## src/rtl/hazard_ctrl.sv

```systemverilog
// Hazard/stall controller for the five-stage RV32I pipeline: resolves freeze, redirect and
// load-use hazards into register enables/flushes and tracks shadow cycles, errors and counters.
module hazard_ctrl #(
  parameter int CNT_W = 32
) (
  input  logic             clk,
  input  logic             rst_n,
  input  logic             ld_stall_rs1,
  input  logic             ld_stall_rs2,
  input  logic             ex_redirect,
  input  logic [31:0]      ex_target,
  input  logic             mem_busy,
  input  logic             cnt_clr,
  output logic             pc_en,
  output logic             pc_redirect,
  output logic [31:0]      pc_target,
  output logic             ifid_en,
  output logic             ifid_flush,
  output logic             idex_en,
  output logic             idex_flush,
  output logic             exmem_en,
  output logic             hazard_err,
  output logic [CNT_W-1:0] stall_cnt,
  output logic [CNT_W-1:0] flush_cnt,
  output logic [CNT_W-1:0] busy_cnt
);

  typedef enum logic [1:0] {
    ST_RUN          = 2'd0,
    ST_LD_BUBBLE    = 2'd1,
    ST_REDIR_SHADOW = 2'd2
  } state_t;

  localparam int                NUM_CNT = 3;
  localparam logic [CNT_W-1:0]  CNT_ONE = {{(CNT_W-1){1'b0}}, 1'b1};

  state_t           state_reg;
  state_t           state_next;
  logic             hazard_err_reg;
  logic             hazard_err_next;
  logic             ld;
  logic             is_freeze;
  logic             is_redirect;
  logic             is_load;
  logic             err_detect;
  logic [NUM_CNT-1:0] cnt_inc;
  logic [CNT_W-1:0] cnt_reg  [NUM_CNT];
  logic [CNT_W-1:0] cnt_next [NUM_CNT];

  // Cycle classification, strict priority FREEZE > REDIRECT > LOAD > NORMAL.
  assign ld          = ld_stall_rs1 | ld_stall_rs2;
  assign is_freeze   = mem_busy;
  assign is_redirect = ~mem_busy & ex_redirect;
  assign is_load     = ~mem_busy & ~ex_redirect & ld;

  always_comb begin
    pc_en       = 1'b1;
    pc_redirect = 1'b0;
    pc_target   = 32'd0;
    ifid_en     = 1'b1;
    ifid_flush  = 1'b0;
    idex_en     = 1'b1;
    idex_flush  = 1'b0;
    exmem_en    = 1'b1;
    if (!rst_n) begin
      // Hold the whole pipeline and inject NOPs while reset is asserted.
      pc_en      = 1'b0;
      ifid_en    = 1'b0;
      idex_en    = 1'b0;
      exmem_en   = 1'b0;
      ifid_flush = 1'b1;
      idex_flush = 1'b1;
    end else if (is_freeze) begin
      pc_en    = 1'b0;
      ifid_en  = 1'b0;
      idex_en  = 1'b0;
      exmem_en = 1'b0;
    end else if (is_redirect) begin
      pc_redirect = 1'b1;
      pc_target   = ex_target;
      ifid_flush  = 1'b1;
      idex_flush  = 1'b1;
    end else if (is_load) begin
      pc_en      = 1'b0;
      ifid_en    = 1'b0;
      idex_flush = 1'b1;
    end
  end

  // A bubble in EX cannot cause a load-use, and a squashed shadow cannot redirect or stall.
  always_comb begin
    err_detect = 1'b0;
    if (!mem_busy) begin
      case (state_reg)
        ST_LD_BUBBLE:    err_detect = ld;
        ST_REDIR_SHADOW: err_detect = ld | ex_redirect;
        default:         err_detect = 1'b0;
      endcase
    end
  end

  always_comb begin
    state_next = ST_RUN;
    if (is_freeze) begin
      state_next = state_reg;
    end else if (is_redirect) begin
      state_next = ST_REDIR_SHADOW;
    end else if (is_load) begin
      state_next = ST_LD_BUBBLE;
    end
  end

  assign hazard_err_next = hazard_err_reg | err_detect;

  always_ff @(posedge clk or negedge rst_n) begin
    if (!rst_n) begin
      state_reg      <= ST_RUN;
      hazard_err_reg <= 1'b0;
    end else begin
      state_reg      <= state_next;
      hazard_err_reg <= hazard_err_next;
    end
  end

  assign hazard_err = hazard_err_reg;

  // Counter slots: 0 = load-use bubbles, 1 = redirects, 2 = freeze cycles.
  assign cnt_inc = {is_freeze, is_redirect, is_load};

  genvar gi;
  generate
    for (gi = 0; gi < NUM_CNT; gi++) begin : g_cnt
      assign cnt_next[gi] = cnt_clr     ? '0 :
                            cnt_inc[gi] ? cnt_reg[gi] + CNT_ONE :
                                          cnt_reg[gi];
    end
  endgenerate

  always_ff @(posedge clk or negedge rst_n) begin
    if (!rst_n) begin
      for (int i = 0; i < NUM_CNT; i++) begin
        cnt_reg[i] <= '0;
      end
    end else begin
      for (int i = 0; i < NUM_CNT; i++) begin
        cnt_reg[i] <= cnt_next[i];
      end
    end
  end

  assign stall_cnt = cnt_reg[0];
  assign flush_cnt = cnt_reg[1];
  assign busy_cnt  = cnt_reg[2];

endmodule

```

## config.mk

```make
export PLATFORM = sky130hd
export DESIGN_NAME = hazard_ctrl
export DESIGN_NICKNAME = d
export VERILOG_FILES = /design/src/rtl/hazard_ctrl.sv
export SDC_FILE = /design/constraint.sdc
export NUM_CORES = 1
export LEC_CHECK = 0
export CAP_MARGIN = 20
export CORE_ASPECT_RATIO = 1.4
export CORE_MARGIN = 2
export CORE_UTILIZATION = 46
export CTS_CLUSTER_SIZE = 24
export DETAILED_ROUTE_END_ITERATION = 16
export MAX_ROUTING_LAYER = met4
export PLACE_DENSITY = 0.91
export RECOVER_POWER = 100
export SLEW_MARGIN = 20
export SYNTH_ARGS = -nofsm -noshare
export SYNTH_HDL_FRONTEND = slang
export SYNTH_SLANG_ARGS = --single-unit
```

## constraint.sdc

```tcl
create_clock -name clk -period 2.1 [get_ports clk]
set_clock_uncertainty 0.2 [all_clocks]
set_input_delay 0.21 -clock clk [delete_from_list [all_inputs] [get_ports clk]]
set_output_delay 0.21 -clock clk [all_outputs]
set_load 0.02 [all_outputs]
```

Word-level counts from Yosys, hierarchy flattened
Index checks and enable logic that the tools add are counted.
{"block": "totals", "regBits": 99, "in_bits": 39, "output_inout_bits": 136, "wordCells": 48}
{"block": "classes", "n_addsub": 3, "n_eq_ne": 2, "n_mux": 27, "bitwise_logic": 8, "reduce_logical": 3}
{"operator": "32-bit two-way mux", "n": 9}
{"operator": "32-bit by 1-bit adder with 32-bit output (second input constant)", "n": 3}
{"operator": "1-bit two-way mux", "n": 16}
{"operator": "2-bit nonzero test", "n": 3}
{"operator": "1-bit bitwise AND", "n": 3}
{"operator": "1-bit bitwise OR", "n": 3}
{"operator": "2-bit by 1-bit equality test with 1-bit output (second input constant)", "n": 1}
{"operator": "2-bit equality test (second input constant)", "n": 1}
{"operator": "2-bit two-way mux", "n": 1}
{"operator": "1-bit NOT", "n": 2}
{"operator": "1-bit case mux with 2 select lines", "n": 1}

Logic depth before layout (Yosys ltp)
Gate-level depths: netlist of run 1.
{"block": "depth", "depth_word": 7, "ltp_mapped": 7, "depth_no_buf": 6}

Least setup slack after synthesis of run 1
Ideal clock, no wire load.
{"block": "synth_timing", "path_type": "register to register", "startpoint": "reg cnt_reg, in the netlist stall_cnt[8]", "endpoint": "reg cnt_reg, in the netlist stall_cnt[31]", "setup_ns": 0.078, "arrival_time_ns": 1.818, "required_ns": 1.822, "setup_slack_ns": 0.004, "stages_incl_launch_ff": 6, "path_buffers": 0, "synth_period_minus_slack_ns": 2.096, "path_cell_list": "dfrtp_1 -> nand4_4 -> nor4_4 -> nand4_2 -> or3_1 -> a21oi_1"}
{"block": "synth_via", "elab_chain_len": 3}
{"item": "start: declaration", "line": "47", "rtl": "logic [CNT_W-1:0] cnt_reg [NUM_CNT];"}
{"item": "start signal: indexed assignment", "line": "146", "rtl": "cnt_reg[i] <= cnt_next[i];"}
{"item": "32-bit by 1-bit adder with 32-bit output", "line": "134", "rtl": "cnt_inc[gi] ? cnt_reg[gi] + CNT_ONE :"}
{"item": "32-bit two-way mux", "line": "134"}
{"item": "32-bit two-way mux", "line": "133", "rtl": "assign cnt_next[gi] = cnt_clr ? '0 :"}
Every way passes these cells. The select of a mux whose other input is x is not followed.
A chain may end at the register's enable or synchronous reset.

Final worst setup path of run 1
{"block": "layout_timing", "startpoint": "in ex_redirect", "endpoint": "out pc_target[7]"}
{"block": "layout_via", "elab_chain_len": 4}
{"item": "start: declaration", "line": "10", "rtl": "input logic ex_redirect,"}
{"item": "1-bit bitwise AND", "line": "53", "rtl": "assign is_redirect = ~mem_busy & ex_redirect;"}
{"item": "32-bit two-way mux", "line": "78", "rtl": "end else if (is_redirect) begin"}
{"item": "32-bit two-way mux", "line": "73", "rtl": "end else if (is_freeze) begin"}
{"item": "32-bit two-way mux", "line": "65", "rtl": "if (!rst_n) begin"}
{"item": "end: declaration", "line": "16", "rtl": "output logic [31:0] pc_target,"}
Every way passes these cells.

==> results of run 1 <==
-- repair_timing --
action | CTS | global route
resized for setup | 42 | 14
endpoints found under the setup margin | 44 | 20
buffers inserted | 0 | 1
endpoints found under the hold margin | 17 | 0
hold buffers | 1 | 0
pin swaps | 0 | 2
-- worst max-delay path: stages --
cell	delay [ns]
sky130_fd_sc_hd__clkdlybuf4s50_1	0.58
sky130_fd_sc_hd__buf_6	0.21
sky130_fd_sc_hd__buf_12	0.15
sky130_fd_sc_hd__and3_1	0.15
sky130_fd_sc_hd__dlygate4sd2_1	0.34
-- cells in the mapped netlist, types with 2 or more instances --
library cell	count	share of area (%)
sky130_fd_sc_hd__nor2_1	101	7.3
sky130_fd_sc_hd__dfrtp_1	99	48
sky130_fd_sc_hd__xor2_1	53	8.9
sky130_fd_sc_hd__and3_1	48	5.8
sky130_fd_sc_hd__nand4_1	34	4.1
sky130_fd_sc_hd__nand3_1	32	3.1
sky130_fd_sc_hd__nand2_1	31	2.2
sky130_fd_sc_hd__xnor2_1	31	5.2
sky130_fd_sc_hd__clkbuf_1	24	1.7
sky130_fd_sc_hd__nor3_1	16	1.5
sky130_fd_sc_hd__a21oi_1	9	0.87
sky130_fd_sc_hd__o21ai_0	8	0.77
sky130_fd_sc_hd__and4_1	7	1.2
sky130_fd_sc_hd__nor4_1	7	0.84
sky130_fd_sc_hd__or3_1	7	0.84
sky130_fd_sc_hd__inv_1	6	0.43
sky130_fd_sc_hd__ha_1	5	1.2
sky130_fd_sc_hd__nor2b_1	5	0.60
sky130_fd_sc_hd__buf_2	3	0.29
sky130_fd_sc_hd__mux2i_1	3	0.58
sky130_fd_sc_hd__or2_2	3	0.36
sky130_fd_sc_hd__a21o_1	2	0.29
sky130_fd_sc_hd__and2_1	2	0.24
sky130_fd_sc_hd__buf_1	2	0.14
sky130_fd_sc_hd__buf_4	2	0.29
sky130_fd_sc_hd__nand4_2	2	0.48
-- through the flow --
| step | cell area, um2 | power [W] | hold WS [ns] | setup WS (ns) | utilization, % |
|---|---|---|---|---|---|
| 3_5_place_dp | 7380 | 0.00233 | 0.0283 | -0.323 | 67.5 |
| 2_1_floorplan | 5190 | 0.00210 | -0.286 | 0.00381 | - |
| 5_1_grt | 7700 | 0.00407 | 0.222 | -0.0205 | 70.5 |
| 6_report | 7700 | 0.00393 | 0.202 | 0.0441 | 70.5 |
| 4_1_cts | 7650 | 0.00396 | 0.210 | 0.000500 | 70.1 |
| 3_3_place_gp | 7380 | 0.00232 | 0.0252 | -0.256 | 67.5 |
-- kinds of logic after synthesis --
| group | after synthesis |
|---|---|
| AOI/OAI and AO/OA | 22 |
| xor gates and xnor gates | 84 |
| adders and majority gates | 5 |
| buffers and inverters | 37 |
| DFF | 99 |
| muxes | 4 |
| and+or+nand+nor | 305 |
-- per-layer routing --
metal / part of all wire [%] / vias to the layer above
li1: - / 2320
met1: 40 / 2478
met2: 54 / 145
met3: 4.6 / 21
met4: 1.3 / 0
met5: 0 / -
-- report_power, final --
part / internal [W] / switching, W / total [W] / leakage (nW)
Sequential: 0.00192 / 0.0000155 / 0.00193 / 1.37
Combinational: 0.000157 / 0.000189 / 0.000345 / 2.01
Clock: 0.000920 / 0.000733 / 0.00165 / 0.141
-- path summary, 6_finish.rpt --
| check | end | slack (ns) | startpoint |
|---|---|---|---|
| worst min-delay path | stall_cnt[19] | 0.20 | cnt_clr |
| worst max-delay path | pc_target[7] | 0.04 | ex_redirect |
| worst min register to register | hazard_err | 0.31 | hazard_err |
| worst max register to register | flush_cnt[14] | 0.13 | flush_cnt[0] |
| min in group asynchronous | state_reg[0] | 0.24 | rst_n |
| max in group asynchronous | busy_cnt[28] | 0.67 | rst_n |
-- cell usage in the layout, fill, tap and decap left out, drive strengths merged, types with 2 or more instances in the layout --
cell type,count
dlygate4sd2,33
dlymetal6s2s,2
nor2,101
nand4,37
clkbuf,11
nand3,32
ha,5
mux2i,3
a21oi,9
and3,49
clkdlybuf4s15,3
clkinvlp,2
and4,7
a21o,2
or2,3
nor4,9
o21ai,8
clkdlybuf4s50,133
xor2,53
inv,6
or3,8
nor2b,5
clkinv,4
nand2,31
buf,51
nor3,16
and2,2
xnor2,31
dfrtp,99
-- final cells by class --
cell class              count  area (um2)  area share (%)
inverters                   6        22.5           0.293
flip-flops and latches     99        2480            32.2
repair buffers            225        2120            27.5
diodes                      1        2.50          0.0325
multi-input cells         420        2610            33.8
clock inverters             7        68.8           0.894
clock buffers               9         225            2.93
well taps                 141         176            2.29
==> Flow_metrics.wiki, run 1 <==
{| class="wikitable"
! Metric !! Value
|-
| Overflow left after global routing || 0
|-
| Number of CTS-inserted buffers || 9
|-
| Setup-violating endpoint count in the final report || 0
|-
| Status || complete, no violations
|-
| Static Leakage || roughly 3.5 nW
|-
| Worst setup SP type || input port
|-
| GR Util met3 || just over 5%
|-
| Post-Syn Nets || 600
|-
| First-pass GRT wire length || between 20000 and 25000 um
|-
| EDFF count, synth || 0
|-
| Critical Setup Path Class || in2out
|-
| Maximum clock rate || about 0.5 GHz
|-
| Count of nets after finishing || 805
|-
| Maximum number of pins on one net before global-route repair || 98
|-
| Data arrival time of the worst path || between 1.5 and 2 ns
|-
| Cell depth of the worst flop-to-flop path || 6
|-
| Synthesized area divided by synthesized cell count || roughly 9.3 um2
|-
| GRT Total Usage || 26.0%
|-
| Min-Delay Path Depth || 3
|-
| Post-synth design cell area || 5190 um2
|-
| Number of register bits inferred by synthesis || just under 100
|-
| Clock transition at path regs || 0.07 ns
|-
| Number of clock sinks || 99
|-
| Fraction of synthesized cell area in xor and xnor cells || between 10% and 20%
|-
| Antenna Violating Nets Remaining || 0
|-
| Global-route track usage on met1 || between 30% and 40%
|-
| Initial DRT Pass Iterations || 5
|-
| Critical Path Sink Type || output pin
|-
| Number of distinct library cells after synthesis || 40
|-
| # fillers || 800
|-
| Die Y-Extent || 130 um
|-
| Master cell of the clock root buffer || sky130_fd_sc_hd__clkbuf_16
|-
| Peak ir drop on the vdd network || roughly 0.31 mV
|-
| Iteration-0 DRC Markers || 271
|-
| Depth of the CTS H-tree || 3
|-
| Total power per unit cell area || between 500 and 600 nW/um2
|-
| Setup repair after global routing missed its margin || true
|-
| Clock latency of the later-clocked register in the worst-skew pair || between 0.3 and 0.4 ns
|-
| Wire length after detailed routing || ~15000 um
|-
| Detailed-route via count || roughly 5000
|-
| Endpoint required time on the critical path || 1.69 ns
|-
| Number of top-level design ports || ~180
|-
| Placed cell count || approximately 900
|-
| Layout cells sized above 1 || 11.5%
|-
| Synthesized-area fraction occupied by ao, oa, aoi and oai cells || under 10%
|-
| GR Util met2 || about 44%
|-
| Async S/R FF share, synth || 100%
|-
| IO buf count || 174
|-
| Final Slew Violations || 0
|-
| Slew @ Worst Pin || 0.536 ns
|-
| Simple-gate share of the synthesized area || between 30% and 40%
|-
| Sequential fraction of the synthesis area || approximately 48%
|-
| Horizontal die dimension || 93.8 um
|-
| Final period utilization || between 90 and 100%
|-
| Dominant combinational cell family by area after synthesis || simple AND/OR/NAND/NOR gates
|-
| Critical-path maximum fanout || 21
|-
| Number of DRC violations after detailed routing || 0
|-
| Vias in the first global route || ~5000
|-
| Vias/cell || 5.47
|-
| Global-route layer with the greatest usage || met2
|-
| Placeable Area || around 11000 um2
|-
| Standard-cell rows || 45
|-
| Number of failing hold endpoints at the final stage || 0
|-
| Min Clock Period, post-route || about 2.1 ns
|-
| Yosys warning total || 0
|-
| CTS tree || yes
|-
| Total Negative Setup Slacks || 0 ns
|-
| Worst hold path type || in2reg
|-
| Main flop type after synthesis || sky130_fd_sc_hd__dfrtp_1
|-
| Adder-cell area share of the yosys netlist || 1.21%
|-
| Effective utilization at floorplan || a little under half
|-
| Die outline area || 12200 um2
|-
| Antenna violations before repair || 0
|-
| Buffer levels on the longest clock path || 2
|-
| Weighted congestion at the end of routability-driven global placement || 0.959
|-
| Slew Limit Headroom || between 60 and 70%
|-
| Average detailed-routed wire length per instance || approximately 17 um
|-
| Synthesized netlist cell count || approximately 560
|-
| Final instance count without filler cells || just over 900
|-
| # Max-Cap Violations || 0
|-
| Mux cell area share after synthesis || 0.796%
|-
| Synthesis-to-layout area growth || 48.3%
|-
| Detailed placer's ending HPWL || between 10000 and 15000 um
|}
Note: power is estimated with default switching activity, not from simulation.
==> run 2, diff against run 1 <==
--- a/config.mk
+++ b/config.mk
@@ -5,7 +5,7 @@
 export SDC_FILE = /design/constraint.sdc
 export NUM_CORES = 1
 export LEC_CHECK = 0
-export CAP_MARGIN = 20
+export CAP_MARGIN = 10
 export CORE_ASPECT_RATIO = 1.4
 export CORE_MARGIN = 2
 export CORE_UTILIZATION = 46
==> results of run 2 <==
Same layout as run 1: the final DEF is identical, and so are final timing and power.
==> run 3, diff against run 2 <==
--- a/config.mk
+++ b/config.mk
@@ -5,7 +5,7 @@
 export SDC_FILE = /design/constraint.sdc
 export NUM_CORES = 1
 export LEC_CHECK = 0
-export CAP_MARGIN = 10
+export CAP_MARGIN = 20
 export CORE_ASPECT_RATIO = 1.4
 export CORE_MARGIN = 2
 export CORE_UTILIZATION = 46
==> results of run 3 <==
Same layout as run 1: the final DEF is identical, and so are final timing and power.
==> patch: new RTL, flow settings as in run 2 <==
Re-encode `state_t` (3 states) as one-hot, 3 bits wide.
--- a/src/rtl/hazard_ctrl.sv
+++ b/src/rtl/hazard_ctrl.sv
@@ -25,10 +25,10 @@
   output logic [CNT_W-1:0] busy_cnt
 );
 
-  typedef enum logic [1:0] {
-    ST_RUN          = 2'd0,
-    ST_LD_BUBBLE    = 2'd1,
-    ST_REDIR_SHADOW = 2'd2
+  typedef enum logic [2:0] {
+    ST_RUN          = 3'b001,
+    ST_LD_BUBBLE    = 3'b010,
+    ST_REDIR_SHADOW = 3'b100
   } state_t;
 
   localparam int                NUM_CNT = 3;
Function: no difference found for any inputs over 10 cycles, from zero or initial values and one cycle with rst_n low; not proved beyond that.
==> patch against run 2 <==
Wire length down 0.47%; global-route usage down 0.82 points; sequential cell count grew 1; non-clock buffer count increased by 5; cell area up 0.72%; critical path depth increased by 1; worst setup slack improved by 0.0094 ns; power grew 0.51%; sequential share of layout area grew 0.13 points; area after synthesis rose by 1.6%.
==> patch: results (changes against run 2) <==
| Metric | Value |
|---|---|
| Period utilisation layout | `97.5% (-0.45 points)` |
| Leakage power | `0.00363 µW (+3.0%)` |
| Proportion of layout cells with a drive suffix above 1 | `11.9% (+0.38 points)` |
| End point of the worst hold path | `flush_cnt[16]` |
| Sequential fraction of the synthesis area | `47.5% (-0.24 points)` |
| Dpl cell area | `7440 µm² (+0.78%)` |
| Vias in the first global route | `4848 (-2.5%)` |
| Run status | `complete, no violations` |
| Global placer's final weighted congestion | `0.837 (-13%)` |
| Tot Pwr | `3950 µW (+0.51%)` |
| Slew at the pin with the worst max-slew slack | `1.19 ns (+0.652 ns)` |
| IR drop worst, VDD | `0.442 mV (+41%)` |
| Global routing usage on met3 | `5.45% (+0.33 points)` |
| Switch share | `23.2% (-0.63 points)` |
| Detailed-route via count | `5048 (+1.7%)` |
| Worst r2r dst | `stall_cnt[31]` |
| Top area cells in the synthesized netlist | `dfrtp_1 (47%), xor2_1 (8.1%), nor2_1 (6.3%)` |
| Post-detailed-routing wire length | `15400 µm (-0.47%)` |
| Most frequent cells after synthesis | `dfrtp_1 (99), nor2_1 (88), xor2_1 (49)` |
| DP Wirelength | `10900 µm (-3.3%)` |
| Maximum number of pins on one net before global-route repair | `101 (+3.1%)` |
| Pre-CTS setup slack | `-0.317 ns (+0.00535 ns)` |
| Number of antenna cells inserted | `0 (-1)` |
| Reg2reg setup slack | `0.05 ns (-0.08 ns)` |
| # nets final | `813 (+0.99%)` |
| CP Data Arrival Time | `2.12 ns (+0.47 ns)` |
## patch: changes by cell type after synthesis, sizes merged, moves of 4 or more
cell and delta:
or3 +7, clkbuf -4, and2 +4, inv +7, buf +4, nor2 -13
xor2 -4, and3 -8, xnor2 -8, a21oi +10, nand4 -7, o21ai +8
nand3 +4
## patch: logic make-up (layout without fill, tap and decap cells)
family,after synthesis,after routing,share of synthesized area (%)
buffers and inverters,44,258,3.42
xor gates and xnor gates,72,72,12.0
muxes,6,6,1.21
DFF,100,100,47.5
adders and majority gates,3,3,0.712
and+or+nand+nor,293,293,30.7
AOI/OAI and AO/OA,43,43,4.53
## patch: layout make-up
type | instances | area (µm²)
fill | 875 | 3530
multi-input combinational | 417 | 2630
sequential | 100 | 2510
timing repair buffer | 230 | 2100
clock buffer | 11 | 243
tap | 144 | 180
clock inverter | 4 | 50.0
inverter | 13 | 48.8
## patch: routing by layer
layer,wire length [µm],vias up
li1,-,2362
met5,0,-
met4,346,0
met3,900,28
met1,6180,2511
met2,7980,147
